[src/rtl/buffer_arb.sv]
// buffer_arb: two-requester round-robin arbiter feeding a DEPTH-entry FIFO
// that drives a single valid/ready consumer.
//
// Ports:
//   clk, rst             clock, asynchronous active-high reset
//   in0/in0_valid/in0_ready  requester 0 word, offer, grant (combinational)
//   in1/in1_valid/in1_ready  requester 1 word, offer, grant (combinational)
//   out/out_valid/out_ready  FIFO head word, non-empty flag, consumer accept
//   count                occupancy 0..DEPTH
//   last_grant           index of the most recently accepted requester
//   full, empty          occupancy flags
module buffer_arb #(
  parameter int unsigned N     = 32,
  parameter int unsigned DEPTH = 4
) (
  input  logic                     clk,
  input  logic                     rst,
  input  logic [N-1:0]             in0,
  input  logic                     in0_valid,
  output logic                     in0_ready,
  input  logic [N-1:0]             in1,
  input  logic                     in1_valid,
  output logic                     in1_ready,
  output logic [N-1:0]             out,
  output logic                     out_valid,
  input  logic                     out_ready,
  output logic [$clog2(DEPTH):0]   count,
  output logic                     last_grant,
  output logic                     full,
  output logic                     empty
);

  localparam int unsigned AW = $clog2(DEPTH);
  localparam int unsigned CW = AW + 1;

  logic [N-1:0]  mem_q [DEPTH];
  logic [AW-1:0] wr_ptr_q, wr_ptr_d;
  logic [AW-1:0] rd_ptr_q, rd_ptr_d;
  logic [CW-1:0] count_q, count_d;
  logic          last_grant_q, last_grant_d;
  logic          grant0, grant1;
  logic          push, pop;

  // Occupancy flags and head presentation (no bypass path)
  assign full       = (count_q == CW'(DEPTH));
  assign empty      = (count_q == CW'(0));
  assign out_valid  = ~empty;
  assign out        = mem_q[rd_ptr_q];
  assign count      = count_q;
  assign last_grant = last_grant_q;

  // Round-robin grant; reset forces both readies low even with valids high
  always_comb begin
    grant0 = 1'b0;
    grant1 = 1'b0;
    if (!rst && !full) begin
      if (in0_valid && in1_valid) begin
        if (last_grant_q) grant0 = 1'b1;
        else              grant1 = 1'b1;
      end else if (in0_valid) begin
        grant0 = 1'b1;
      end else if (in1_valid) begin
        grant1 = 1'b1;
      end
    end
  end

  assign in0_ready = grant0;
  assign in1_ready = grant1;
  assign push      = grant0 | grant1;
  assign pop       = out_valid & out_ready;

  // Pointer, occupancy and priority next-state
  always_comb begin
    wr_ptr_d     = wr_ptr_q;
    rd_ptr_d     = rd_ptr_q;
    count_d      = count_q;
    last_grant_d = last_grant_q;
    if (push) begin
      wr_ptr_d     = wr_ptr_q + AW'(1);
      last_grant_d = grant1;
    end
    if (pop) begin
      rd_ptr_d = rd_ptr_q + AW'(1);
    end
    case ({push, pop})
      2'b10:   count_d = count_q + CW'(1);
      2'b01:   count_d = count_q - CW'(1);
      default: count_d = count_q;
    endcase
  end

  // Control state
  always_ff @(posedge clk or posedge rst) begin
    if (rst) begin
      wr_ptr_q     <= '0;
      rd_ptr_q     <= '0;
      count_q      <= '0;
      last_grant_q <= 1'b1;
    end else begin
      wr_ptr_q     <= wr_ptr_d;
      rd_ptr_q     <= rd_ptr_d;
      count_q      <= count_d;
      last_grant_q <= last_grant_d;
    end
  end

  // Storage is not reset; only written on a grant
  always_ff @(posedge clk) begin
    if (push) begin
      mem_q[wr_ptr_q] <= grant1 ? in1 : in0;
    end
  end

endmodule

[config.mk]
export PLATFORM = sky130hd
export DESIGN_NAME = buffer_arb
export DESIGN_NICKNAME = d
export VERILOG_FILES = /design/src/rtl/buffer_arb.sv
export SDC_FILE = /design/constraint.sdc
export NUM_CORES = 1
export LEC_CHECK = 0
export ABC_AREA = 1
export BUFFER_PORTS_ARGS = -buffer_cell sky130_fd_sc_hd__clkbuf_2
export CAP_MARGIN = 20
export CORE_MARGIN = 10
export CORE_UTILIZATION = 59
export CTS_BUF_LIST = sky130_fd_sc_hd__clkbuf_2
export DETAILED_ROUTE_END_ITERATION = 16
export PLACE_DENSITY = 0.82
export SLEW_MARGIN = 20
export SYNTH_ARGS = -nofsm -noshare
export SYNTH_HDL_FRONTEND = slang
export SYNTH_SLANG_ARGS = --single-unit
[constraint.sdc]
create_clock -name clk -period 6.3 [get_ports clk]
set_input_delay 0.315 -clock clk [delete_from_list [all_inputs] [get_ports clk]]
set_output_delay 0.315 -clock clk [all_outputs]
set_load 0.02 [all_outputs]
==> flow_metrics.env <==
export IMPL_start_util_pct=61.1
export IMPL_min_period_ps=3600
export IMPL_synth_cells=484
export IMPL_yosys_warnings=0
export IMPL_finalSetupTns_ps=0
export IMPL_hold_path_startpoint="in1_valid"
export IMPL_synth_most_common_cell="edfxtp_1"
export IMPL_core_area_um2=9280
export IMPL_min_path_cells=5
export IMPL_synthDominantCellAreaShare_pct=67.7
export IMPL_drtPass1Iterations=5
export IMPL_r2r_cells=7
export IMPL_final_cells=793
export IMPL_fin_ws_ps=2700
export IMPL_status="finished clean"
export IMPL_insertion_delay_ps=640
export IMPL_timing_final_crit_share_pct=57.1
export IMPL_synthFlopType="edfxtp_1"
export IMPL_hold_class="input port to flop"
export IMPL_port_buffers=109
export IMPL_dp_hpwl_um=7790
export IMPL_grtUsageTotal_pct=19.5
export IMPL_die_x_um=118
export IMPL_n_antenna_cell=0
export IMPL_power_density_nw_per_um2=435
export IMPL_area_delta_synth_final_pct=27.1
export IMPL_root_buffer="clkbuf_2"
export IMPL_hold_end="wr_ptr_q[1]"
export IMPL_grt_pass1_wl_um=21700
export IMPL_yosys_top_cells_count="edfxtp_1, nand2_1, nor2_1"
export IMPL_worst_slew_pin_slew_ps=1130
export IMPL_cts_resized=0
export IMPL_drv_cap=0
export IMPL_routed_wl_um=14200
export IMPL_crit_required_ps=5980
export IMPL_synth_area_um2=5680
export IMPL_clock_path_buffers=2
export IMPL_rsz0062_at_grt="false"
export IMPL_synth_area_top_cells="edfxtp_1, nand2_1, o21ai_0"
export IMPL_wl_per_cell_um=17.9
export IMPL_cts_htree_levels=4
export IMPL_setup_viol=0
export IMPL_hold_violations=0
export IMPL_crit_fanout=34
export IMPL_nFillCells=560
export IMPL_overflow=0
export IMPL_worst_clock_skew_ps=21.4
export IMPL_grt_pass1_vias=4389
export IMPL_ant_nets=0
export IMPL_cts_buffers_inserted=17
export IMPL_gp_congestion=0.728
export IMPL_vias=4263
export IMPL_synthArstFlopShare_pct=5.88
export IMPL_grt_max_degree=67
export IMPL_synth_edff_count=128
export IMPL_drc=0
export IMPL_r2r_start="count[0]"
export IMPL_synth_top_cell_by_area="edfxtp_1"
export IMPL_slew_headroom_pct=24.9
export IMPL_worstReg2RegEnd="mem_q[1][5]"
export IMPL_cts_sinks=136
export IMPL_synth_fp_nets=559
export IMPL_yosysSeqAreaShare_pct=71.3
export IMPL_die_area_um2=13900
export IMPL_drt_initial_drc_count=401
export IMPL_p_leak_nw=2.91
export IMPL_slew_violations=0
export IMPL_via_per_inst=5.38
export IMPL_avgSynthCellArea_um2=11.7
export IMPL_crit_slowest_cell="inv_1"
export IMPL_crit_buf_inv=2
export IMPL_dp_cells=696
export IMPL_cp_arrival_ps=3290
export IMPL_row_count=35
export IMPL_clkTransAtPathRegs_ps=190
export IMPL_cp_start_kind="flop"
export IMPL_io_pins=110
export IMPL_cp_slowest_stage_delay_ps=1000
export IMPL_vdd_drop_max_uv=292
export IMPL_antenna_found_initial=0
export IMPL_reg2reg_setup_slack_ps=3720
export IMPL_crit_path_end_kind="output port"
export IMPL_die_y_um=118
export IMPL_pre_cts_slack_ps=3470
export IMPL_clock_fmax_ghz=0.278
export IMPL_timing_critical_path_cells="inv_1, o21ai_0, o22ai_1, clkbuf_2"
export IMPL_cp_top_family="buffers and inverters"
export IMPL_fin_nets=726
export IMPL_ys_types=24
export IMPL_ys_seq_elements=136
export IMPL_drive_above_1_share_pct=22.9
export IMPL_critPathKind="flop to output port"
export IMPL_cts_tree="built"
where the power goes:
part | leakage (nW) | internal [mW] | total (mW) | switching [mW]
Sequential | 1.26 | 1.19 | 1.34 | 0.144
Combinational | 1.50 | 0.401 | 1.23 | 0.832
Clock | 0.155 | 0.261 | 0.568 | 0.307
Total | 2.91 | 1.85 | 3.14 | 1.28
tightest hold or removal path, cell delays in order:
cell and delay (ps):
clkbuf_2 120, nand2_1 70, a21oi_1 90, nand2_1 60
nand2_1 40
cell type report:
cell class	count	area (um^2)	area share, %
inverters	21	81.3	1.13
multi-input cells	301	1430	19.8
repair buffers	174	1220	17.0
well taps	129	161	2.24
flip-flops and latches	136	4050	56.1
clock buffers	19	95.1	1.32
clock inverters	13	178	2.46
repair_timing:
item	4_1_cts	5_1_grt
hold endpoints to repair	104	28
setup buffers	0	0
hold buffers	51	12
routing by layer:
metal / GRT usage (%) / vias to the layer above / share of wire [%]
li1: - / 2030 / -
met1: 22.3 / 2064 / 41
met2: 33.6 / 152 / 52
met3: 6.09 / 17 / 5.8
met4: 7.11 / 0 / 1.1
met5: 0 / - / 0
through the flow:
stage | hold WS (ps) | power (mW) | util, % | cell area, um^2
after floorplan | 178 | 2.11 | - | 5680
after global placement | 311 | 2.45 | 67.4 | 6260
after detailed placement | 343 | 2.50 | 67.4 | 6260
after CTS | 0.701 | 3.11 | 75.9 | 7040
after global routing | 0.0513 | 3.31 | 77.7 | 7210
final | 60.2 | 3.14 | 77.7 | 7210
flip-flops by register name, indices dropped and copies added (netlist names):
signal / cells
last_grant: 1
count: 3
mem_q: 128
wr_ptr_q: 2
rd_ptr_q: 2
cell usage in the layout (no fill, tap or decap), types with 2 or more instances in the layout:
cell / count
nor2_1: 66
edfxtp_1: 128
bufinv_16: 4
nor2_4: 4
clkinv_1: 2
nand2_1: 114
nand3_1: 5
clkinv_2: 2
clkinvlp_4: 3
dlygate4sd3_1: 63
o22ai_1: 32
xor2_1: 2
dfrtp_1: 6
a21oi_1: 2
ha_1: 5
o21ai_1: 3
o21ai_0: 63
clkbuf_2: 128
inv_1: 19
worst max-delay path by stage:
stage	startpoint	endpoint	slack, ps	depth (start not counted)
floorplan	last_grant	mem_q[0][0]	3430	6
global placement	rd_ptr_q[0]	out[16]	3530	4
detailed placement	rd_ptr_q[0]	out[10]	3470	4
CTS	rd_ptr_q[0]	out[23]	2690	4
global route	rd_ptr_q[1]	out[12]	2480	4
finish	rd_ptr_q[1]	out[16]	2700	4
cells by family after synthesis:
kind of cell | synth area share [%]
AND/OR/NAND/NOR | 13.1
flip-flops | 71.3
AO/OA/AOI/OAI | 9.52
buffers and inverters | 4.17
adder cells (fa/ha/maj) | 1.45
XOR/XNOR | 0.463
(Power assumes the default switching activity.)
